### src/rtl/spi_pkg.sv
// Shared definitions for the SPI monarch and its users.
//   spi_state_t : monarch FSM states (IDLE, FRONT, SHIFT)
//   SPI_LEN     : bits per transaction
package spi_pkg;

   localparam int unsigned SPI_LEN = 16;

   typedef enum logic [1:0] {
      IDLE,
      FRONT,
      SHIFT
   } spi_state_t;

endpackage

### src/rtl/spi_mnrch_if.sv
// Bundle between a host (e.g. inert_intf), the SPI monarch and the sensor pins.
//   snd  : single-cycle transaction request      cmd  : word to send
//   done : transaction complete (sticky)          resp : word received
//   SS_n : slave select (active low)              SCLK : serial clock (idles high)
//   MOSI : monarch-out data                       MISO : slave-out data
// modport master is the monarch's view; modport slave is the complementary view.
interface spi_mnrch_if;
   import spi_pkg::*;

   logic               snd;
   logic [SPI_LEN-1:0] cmd;
   logic               done;
   logic [SPI_LEN-1:0] resp;
   logic               SS_n;
   logic               SCLK;
   logic               MOSI;
   logic               MISO;

   modport master (
      input  snd, cmd, MISO,
      output done, resp, SS_n, SCLK, MOSI
   );

   modport slave (
      output snd, cmd, MISO,
      input  done, resp, SS_n, SCLK, MOSI
   );

endinterface

### src/rtl/spi_mnrch.sv
// SPI monarch: one 16-bit full-duplex transaction per snd pulse.
// Mode 3 (SCLK idles high, MOSI changes on fall, MISO captured at rise), MSB first.
//   clk   : system clock
//   rst_n : asynchronous active-low reset
//   bus   : spi_mnrch_if.master (snd/cmd in, done/resp out, SS_n/SCLK/MOSI/MISO pins)
// SCLK period is 2^DIV_W clk cycles.
module spi_mnrch
   import spi_pkg::*;
#(
   parameter int unsigned DIV_W = 5
) (
   input logic          clk,
   input logic          rst_n,
   spi_mnrch_if.master  bus
);

   localparam int unsigned DivLen = 1 << DIV_W;
   // Preload places the first SCLK fall a quarter period after SS_n drops.
   localparam logic [DIV_W-1:0] DivPre = DIV_W'(DivLen - DivLen / 4 - 1);
   localparam logic [DIV_W-1:0] DivSmp = {1'b0, {(DIV_W - 1){1'b1}}};
   localparam logic [4:0]       LastBit = 5'(SPI_LEN - 1);

   spi_state_t         state_q, state_d;
   logic [DIV_W-1:0]   div_q;
   logic [4:0]         bit_cnt_q;
   logic [SPI_LEN-1:0] shift_q;
   logic               miso_smpl_q;
   logic               done_q;
   logic               ss_n_q;

   logic smpl_evt, shft_evt;
   logic start, shift_en, finish, div_hold;

   assign smpl_evt = (div_q == DivSmp); // SCLK about to rise
   assign shft_evt = &div_q;            // SCLK about to fall

   // FSM: state register
   always_ff @(posedge clk or negedge rst_n) begin
      if (!rst_n) state_q <= IDLE;
      else        state_q <= state_d;
   end

   // FSM: next state
   always_comb begin
      state_d = state_q;
      case (state_q)
         IDLE:    if (bus.snd)  state_d = FRONT;
         FRONT:   if (shft_evt) state_d = SHIFT;
         SHIFT:   if (finish)   state_d = IDLE;
         default: state_d = IDLE;
      endcase
   end

   // FSM: control strobes
   always_comb begin
      start    = 1'b0;
      shift_en = 1'b0;
      finish   = 1'b0;
      div_hold = 1'b0;
      case (state_q)
         IDLE: begin
            div_hold = 1'b1;
            start    = bus.snd;
         end
         FRONT: ; // first fall only; nothing captured yet
         SHIFT: begin
            shift_en = shft_evt;
            finish   = shft_evt && (bit_cnt_q == LastBit);
            // Reload on the last edge so no 17th fall is produced.
            div_hold = finish;
         end
         default: div_hold = 1'b1;
      endcase
   end

   always_ff @(posedge clk or negedge rst_n) begin
      if (!rst_n)        div_q <= DivPre;
      else if (div_hold) div_q <= DivPre;
      else               div_q <= div_q + DIV_W'(1);
   end

   always_ff @(posedge clk or negedge rst_n) begin
      if (!rst_n)        bit_cnt_q <= '0;
      else if (start)    bit_cnt_q <= '0;
      else if (shift_en) bit_cnt_q <= bit_cnt_q + 5'd1;
   end

   always_ff @(posedge clk or negedge rst_n) begin
      if (!rst_n)        shift_q <= '0;
      else if (start)    shift_q <= bus.cmd;
      else if (shift_en) shift_q <= {shift_q[SPI_LEN-2:0], miso_smpl_q};
   end

   always_ff @(posedge clk or negedge rst_n) begin
      if (!rst_n)        miso_smpl_q <= 1'b0;
      else if (smpl_evt) miso_smpl_q <= bus.MISO;
   end

   always_ff @(posedge clk or negedge rst_n) begin
      if (!rst_n)      done_q <= 1'b0;
      else if (start)  done_q <= 1'b0;
      else if (finish) done_q <= 1'b1;
   end

   always_ff @(posedge clk or negedge rst_n) begin
      if (!rst_n)      ss_n_q <= 1'b1;
      else if (start)  ss_n_q <= 1'b0;
      else if (finish) ss_n_q <= 1'b1;
   end

   assign bus.SCLK = div_q[DIV_W-1];
   assign bus.MOSI = shift_q[SPI_LEN-1];
   assign bus.resp = shift_q;
   assign bus.done = done_q;
   assign bus.SS_n = ss_n_q;

endmodule

### src/flat_wrapper.sv
// flat-port wrapper written by rule: the top's interface ports become plain ports
module spi_mnrch_flat import spi_pkg::*;
#(
   parameter int unsigned DIV_W = 5
)
  (clk, rst_n, bus_snd, bus_cmd, bus_MISO, bus_done, bus_resp, bus_SS_n, bus_SCLK, bus_MOSI);
  spi_mnrch_if bus_i ();
  input logic clk;
  input logic rst_n;
  input wire logic [$bits(bus_i.snd)-1:0] bus_snd;
  input wire logic [$bits(bus_i.cmd)-1:0] bus_cmd;
  input wire logic [$bits(bus_i.MISO)-1:0] bus_MISO;
  output wire logic [$bits(bus_i.done)-1:0] bus_done;
  output wire logic [$bits(bus_i.resp)-1:0] bus_resp;
  output wire logic [$bits(bus_i.SS_n)-1:0] bus_SS_n;
  output wire logic [$bits(bus_i.SCLK)-1:0] bus_SCLK;
  output wire logic [$bits(bus_i.MOSI)-1:0] bus_MOSI;
  assign bus_i.snd = bus_snd;
  assign bus_i.cmd = bus_cmd;
  assign bus_i.MISO = bus_MISO;
  assign bus_done = bus_i.done;
  assign bus_resp = bus_i.resp;
  assign bus_SS_n = bus_i.SS_n;
  assign bus_SCLK = bus_i.SCLK;
  assign bus_MOSI = bus_i.MOSI;
  spi_mnrch #(.DIV_W(DIV_W)) u_core (.clk(clk), .rst_n(rst_n), .bus(bus_i));
endmodule
### config.mk
export PLATFORM = sky130hd
export DESIGN_NAME = spi_mnrch_flat
export DESIGN_NICKNAME = d
export VERILOG_FILES = /design/src/rtl/spi_pkg.sv /design/src/rtl/spi_mnrch_if.sv /design/src/rtl/spi_mnrch.sv /design/src/flat_wrapper.sv
export SDC_FILE = /design/constraint.sdc
export NUM_CORES = 1
export LEC_CHECK = 0
export BUFFER_PORTS_ARGS = -buffer_cell sky130_fd_sc_hd__buf_2
export CAP_MARGIN = 15
export CORE_MARGIN = 1
export CORE_UTILIZATION = 40
export CTS_CLUSTER_DIAMETER = 40
export DETAILED_ROUTE_END_ITERATION = 7
export PLACE_DENSITY = 0.66
export SLEW_MARGIN = 15
export SYNTH_ARGS = -nofsm -noshare
export SYNTH_HDL_FRONTEND = slang
export SYNTH_SLANG_ARGS = --single-unit
### constraint.sdc
create_clock -name clk -period 2 [get_ports clk]
set_input_delay 0.1 -clock clk [delete_from_list [all_inputs] [get_ports clk]]
set_output_delay 0.1 -clock clk [all_outputs]
set_load 0.02 [all_outputs]
==> results of run 1 <==
[layer usage]
layer	vias up	share of wire (%)	track usage (%)
met2	28	50	30.57
met4	0	2.2	8.721
met1	554	42	18.77
met3	7	5.1	5.657
met5	-	0	0
li1	570	-	-
[registers in the layout (all words and copies together), names as in the netlist]
signal	cells
u_core.bus.SS_n	1
u_core.bus.resp	16
u_core.state_q	2
u_core.div_q	5
u_core.bit_cnt_q	5
u_core.bus.done	1
u_core.miso_smpl_q	1
[cell usage in the layout, fill, tap and decap left out, types with 4 or more instances in the layout]
| cell type | n |
|---|---|
| a21o_1 | 4 |
| a22o_1 | 5 |
| buf_2 | 39 |
| buf_4 | 5 |
| clkbuf_4 | 5 |
| dfrtp_1 | 26 |
| dfstp_2 | 5 |
| ha_1 | 4 |
| inv_1 | 4 |
| nand2_1 | 8 |
| nor2_1 | 12 |
| nor3_1 | 11 |
| o21ai_0 | 5 |
| o22ai_1 | 12 |
[power groups by stage]
stage	registers [mW]	logic, mW	clock network [mW]
final	0.640	0.0582	0.509
after global routing	0.641	0.0652	0.557
after CTS	0.640	0.0599	0.529
after detailed placement	0.652	0.0549	0
after global placement	0.651	0.0534	0
after floorplan	0.656	0.0130	0
[metrics by stage]
step	cell area [µm²]	util (%)
floorplan	1463	-
global placement	1665	48.75
detailed placement	1665	48.75
CTS	1792	52.45
global route	1807	52.89
finish	1807	52.89
[layout make-up]
cell class / count / area, µm² / area share [%]
Inverter: 4 / 15.01 / 0.8310
Multi-Input combinational cell: 90 / 603.1 / 33.38
Sequential cell: 31 / 782.0 / 43.28
Tap cell: 46 / 57.56 / 3.186
Clock inverter: 2 / 35.03 / 1.939
Timing Repair Buffer: 47 / 262.8 / 14.54
Clock buffer: 6 / 51.30 / 2.839
[worst paths after layout]
kind	from	to	slack, ps	depth (start not counted)
min	bus_cmd[7]	u_core.bus.resp[7]	20	3
max reg2reg	u_core.div_q[0]	u_core.bit_cnt_q[3]	110	6
min in group asynchronous	rst_n	u_core.state_q[1]	320	2
min reg2reg	u_core.div_q[0]	u_core.div_q[0]	470	1
max	u_core.div_q[0]	u_core.bit_cnt_q[3]	110	6
max in group asynchronous	rst_n	u_core.miso_smpl_q	1240	2
[timing repair]
| item | in CTS | in global routing |
|---|---|---|
| gates resized for setup | 1 | 2 |
| setup buffers | 1 | 0 |
| setup endpoints to repair | 2 | 16 |
| pin swaps | 0 | 0 |
| hold buffers | 3 | 0 |
| endpoints found under the hold margin | 28 | 0 |
[cell families (layout without fill, tap and decap cells)]
| kind of cell | after synthesis | in the layout | share of synthesized area [%] |
|---|---|---|---|
| mux | 1 | 1 | 0.7698 |
| compound gates | 32 | 32 | 14.80 |
| buf+inv | 12 | 59 | 6.501 |
| simple gates | 50 | 50 | 18.99 |
| flops | 31 | 31 | 53.46 |
| xor+xnor | 2 | 2 | 1.198 |
| fa+ha+maj | 5 | 5 | 4.277 |
[worst max-delay path, cell delays in order (launching register included)]
cell and delay (ps):
dfstp_2 550, ha_1 180, and3_4 210, ha_4 150
nand3b_1 180, or3_1 390, a21oi_1 160
==> key figures, run 1 <==
Outcome
  • Outcome: complete, no violations

Global route
  • Pin count of the biggest net entering global routing: 32
  • Initial antenna violation count: 0
  • Gr ovfl total: 0
  • Vias in the first global route: 1181
  • First-pass GRT wire length: 5175 µm
  • Total global routing track utilization: 17.47%

Placed design
  • Detailed Place HPWL: 2134 µm
  • RePlAce Congestion: 0.7405
  • Worst slack at placement: -17.64 ps
  • Port buffer count: 39
  • Dpl cells: 214

Yosys
  • EDFF count, synth: 0
  • Cells after synthesis: 133
  • Ys Warns: 0
  • Post-synthesis register bit count: 31
  • Main synth FF type: dfrtp_1
  • Post-synth ARST share: 100.0%
  • Commonest cells post-synth: dfrtp_1 (26), nor2_1 (12), o22ai_1 (12)
  • Post-Syn Area per Cell: 11.00 µm²
  • Synth cell types: 32
  • Top-area cell type share of the netlist area: 44.48%
  • Synthesized area: 0.001463 mm²
  • Synth area leaders: dfrtp_1 (44%), dfstp_2 (9.0%), o22ai_1 (5.1%)
  • Count leader, synth: dfrtp_1
  • Post-synth net total: between 150 and 200
  • Register area share after synthesis: 53.46%
  • Synth area leader: dfrtp_1

Setup path
  • Crit Path Max Fanout: 6
  • CP arrival: roughly 2200 ps
  • WS Path Type: reg2reg
  • Crit. End Element: flop
  • Req. time, crit path: 2260 ps
  • Worst setup SP type: flop

Power and ir drop
  • Power Density: 668.1 mW/mm²
  • Total power: 1.207 mW
  • Peak VDD IR: 0.3826 mV
  • Int Pwr: approximately 960 µW
  • Clk pwr share: 42.2%
  • Comb pwr share: 4.8%
  • Lkg Pwr: 0.9464 nW
  • Proportion of power drawn by flip-flops and latches: a little over half
  • Switching Share: 20.73%
  • Sw power: 250.2 µW

Timing
  • Fin crit period: 1892 ps
  • Final period util: between 90% and 100%
  • Post-route setup slack: about 110 ps
  • Setup Skew: 11.42 ps
  • Max_slew headroom: 55.25%
  • Unrepaired setup endpoints after global routing: no
  • Min Hold Slack: 17.54 ps
  • Setup Viol. Count Final: 0
  • Final max-slew violation count: 0
  • Slew @ Worst Pin: ~670 ps
  • Final Hold Vio Count: 0
  • Fmax: 528.4 MHz
  • Final TNS setup: 0 ps

Floorplanning
  • Initial core utilization: between 40% and 50%
  • IO Pins: 40
  • Die Footprint: 0.003903 mm²
  • Die Y: ~62 µm
  • Die width: 62.47 µm
  • FP Rows: 21
  • Area of the core: 0.003416 mm²

Clocking
  • TritonCTS clock tree: yes
  • Clock transition at the registers of the reported paths: ~90 ps
  • TritonCTS buffer count: 5
  • # clock sinks: 31
  • Clock latency on the worst-skew pair: between 300 and 400 ps
  • Max Buffers Root-to-Sink: 2
  • H-Tree Depth: 2
  • Root Driver: clkbuf_4

Finish
  • Antenna Cells: 0
  • Layout net count: a little over 200
  • Layout Cells excl Fill: roughly 230
  • Area Overhead vs Synth: 23.52%
  • Fill cells: about 330
  • Share of cells above drive strength 1: a little over a third

Flow run
  • MaxCap Viol Count: 0

Drt
  • Initial DRC Count: 48
  • Drc violations: 0
  • DR WL/cell: 13.24 µm
  • Vias post-DR: 1159
  • Drt pass-1 iters: 4
  • Detail Route Antenna Nets: 0
  • Vias/cell: ~5.1
  • Final Routed Wirelength: 2993 µm

Min path
  • Hold WC Path Type: in2reg
No activity file was read; power rests on OpenSTA's default activity.
==> run 2, diff against run 1 <==
- SETUP_SLACK_MARGIN: default -> 0.2
==> run 2 against run 1 <==
Compared with the run above: worst hold slack improved by 5.2 ps; first-iteration DRC count up 23%; combinational power is 3.6% higher; utilization is 1.5 points higher; largest power group unchanged; critical path type unchanged.
==> key figures, run 2 (synthesis results as in run 1) <==
Drt
  • DR WL/cell: 13.02 µm (-1.7%)
  • Drc violations: 0 (unchanged)
  • Vias post-DR: 1181 (+1.9%)
  • WL met2: 1456 µm (-3.1%)
  • Vias/cell: 5.091 (-0.74%)
  • Metal1 wirelength: 1395 µm (+9.8%)
  • DR WL met3: 146 µm (-5.2%)
  • Final Routed Wirelength: 3021 µm (+0.94%)
  • Detail Route Antenna Nets: 0 (unchanged)
  • Max Used Layer: met4
  • Drt pass-1 iters: 4 (unchanged)
  • Initial DRC Count: 59 (+23%)

Placed design
  • RePlAce Congestion: 0.7454 (+0.66%)
  • Worst slack at placement: 79.85 ps (+97.49 ps)
  • Detailed Place HPWL: 2040 µm (-4.4%)
  • Port buffer count: 39 (unchanged)

Global route
  • First-pass GRT wire length: 5133 µm (-0.81%)
  • Initial antenna violation count: 0 (unchanged)
  • Vias in the first global route: 1173 (-0.68%)
  • Total global routing track utilization: 17.12% (-0.35 points)
  • Pin count of the biggest net entering global routing: 32 (unchanged)
  • Gr ovfl total: 0 (unchanged)

Finish
  • Fill cells: 335 (+3.1%)
  • Area Overhead vs Synth: 27.03%
  • Share of cells above drive strength 1: 38.17% (+2.6 points)
  • Finished Core Util: 54.40% (+1.5 points)
  • Most frequent cells in the layout: buf_2 (39), dfrtp_1 (26), o22ai_1 (12), nor2_1 (12), nor3_1 (11)
  • Commonest non-fill, non-tap cell in the layout: buf_2
  • Antenna Cells: 0 (unchanged)
  • Layout net count: 210 (+2.9%)
  • Number of flip-flops under the largest register name: 16 (unchanged)

Power and ir drop
  • Switching Share: 21.88% (+1.2 points)
  • Comb pwr share: 5.4% (+0.6 points)
  • Sw power: 243.8 µW (-2.6%)
  • Total power: 1.114 mW (-7.7%)
  • Proportion of power drawn by flip-flops and latches: 57.4% (+4.4 points)
  • Lkg Pwr: 0.9706 nW (+2.6%)
  • Peak VDD IR: 0.3581 mV (-6.4%)
  • Int Pwr: 870.2 µW (-9.1%)
  • Power Density: 599.5 mW/mm² (-10%)
  • Clk pwr share: 37.2% (-5.0 points)

Setup path
  • Crit Path Max Fanout: 6 (unchanged)
  • Crit path top cell by count: ha_4
  • Req. time, crit path: 2260 ps (about the same)
  • Critical path, cell by cell: ha_4 -> and3_4 -> ha_4 -> nand3b_1 -> or3_1 -> a21oi_2
  • RR Startpoint: u_core.div_q[0]
  • Critical Path Max Stage Delay: 570 ps (+20 ps)
  • R2r setup slk: 200 ps (+90 ps)
  • Crit. End Element: flop
  • Slowest-stage cell, CP: dfstp_2
  • CP delay by family, top: simple AND/OR/NAND/NOR gates
  • CP arrival: 2060 ps (-90 ps)
  • CP Buf/Inv Count: 0 (unchanged)
  • Worst Reg-to-Reg Cells: 6 (unchanged)
  • Worst r2r dst: u_core.bit_cnt_q[3]
  • Worst setup SP type: flop
  • WS Path Type: reg2reg

Clocking
  • Root Driver: clkbuf_4
  • Max Buffers Root-to-Sink: 2 (unchanged)
  • # clock sinks: 31 (unchanged)
  • TritonCTS clock tree: yes
  • Clock transition at the registers of the reported paths: 90 ps (about the same)
  • H-Tree Depth: 2 (unchanged)
  • Clock latency on the worst-skew pair: 330 ps (about the same)
  • TritonCTS buffer count: 5 (unchanged)

Timing
  • Unrepaired setup endpoints after global routing: yes
  • Max_slew headroom: 54.44% (-0.81 points)
  • Setup Skew: 6.716 ps (-4.702 ps)
  • Fin crit period: 1801 ps (-91.75 ps)
  • Post-route setup slack: 199.3 ps (+91.75 ps)
  • Final Hold Vio Count: 0 (unchanged)
  • Final period util: 90.04% (-4.6 points)
  • Final max-slew violation count: 0 (unchanged)
  • Setup Viol. Count Final: 0 (unchanged)
  • Slew @ Worst Pin: 683.3 ps (+12.10 ps)
  • Fmax: 555.3 MHz (+5.1%)
  • Final TNS setup: 0 ps (unchanged)
  • Min Hold Slack: 22.73 ps (+5.185 ps)

Min path
  • Worst Hold Depth: 3 (unchanged)
  • Worst hold endpoint: u_core.bus.resp[8]
  • HP Start: bus_cmd[8]
  • Hold WC Path Type: in2reg

Floorplanning
  • Initial core utilization: 42.82% (unchanged)
  • Area of the core: 0.003416 mm² (unchanged)
  • Die Y: 62.47 µm (unchanged)
  • IO Pins: 40 (unchanged)
  • FP Rows: 21 (unchanged)
  • Die width: 62.47 µm (unchanged)
  • Die Footprint: 0.003903 mm² (unchanged)

Flow run
  • MaxCap Viol Count: 0 (unchanged)

Outcome
  • Outcome: complete, no violations
==> run 2: worst register-to-register path: stages, from the launching register on <==
cell and delay [ps]:
dfstp_2 570, ha_4 130, and3_4 190, ha_4 140, nand3b_1 190, or3_1 390, a21oi_2 130
==> run 2: how the worst max path moves through the flow <==
| stage | end | depth (start not counted) | startpoint | slack, ps |
|---|---|---|---|---|
| 2_1_floorplan | u_core.bus.resp[12] | 7 | u_core.div_q[0] | 220 |
| 3_3_place_gp | u_core.bus.resp[12] | 6 | u_core.div_q[0] | 170 |
| 3_5_place_dp | u_core.bus.resp[12] | 6 | u_core.div_q[0] | 80 |
| 4_1_cts | u_core.bit_cnt_q[2] | 6 | u_core.div_q[1] | 180 |
| 5_1_grt | u_core.bus.resp[11] | 7 | u_core.div_q[0] | 100 |
| 6_report | u_core.bit_cnt_q[3] | 6 | u_core.div_q[0] | 200 |
==> run 2: cell type report <==
class,count,area [µm²],share of cell area [%]
well taps,46,57.56,3.098
repair buffers,53,314.1,16.90
inverters,4,15.01,0.8081
multi-input cells,90,620.6,33.40
clock buffers,8,68.82,3.704
flip-flops and latches,31,782.0,42.09
==> run 2: layer usage <==
layer,up-vias,track usage (%)
met1,564,20.28
met2,34,27.85
met5,-,0
met3,4,5.839
met4,0,7.849
li1,579,-
==> run 2: power by group through the flow <==
stage / Sequential, mW / Combinational [mW] / Clock [mW]
after detailed placement: 0.651 / 0.0546 / 0
after floorplan: 0.656 / 0.0130 / 0
final: 0.639 / 0.0603 / 0.414
after global routing: 0.640 / 0.0671 / 0.466
after CTS: 0.639 / 0.0594 / 0.432
after global placement: 0.651 / 0.0533 / 0
==> run 2: repair_timing <==
action,4_1_cts,5_1_grt
hold endpoints to repair,28,1
endpoints found under the setup margin,19,16
buffers inserted,3,3
resized for setup,4,1
pin swaps,6,2
hold buffers,3,1
==> run 2: metrics by stage <==
step	cell area, µm²	std cells
floorplan	1480	133
global placement	1683	214
detailed placement	1683	214
CTS	1822	228
global route	1858	232
finish	1858	232
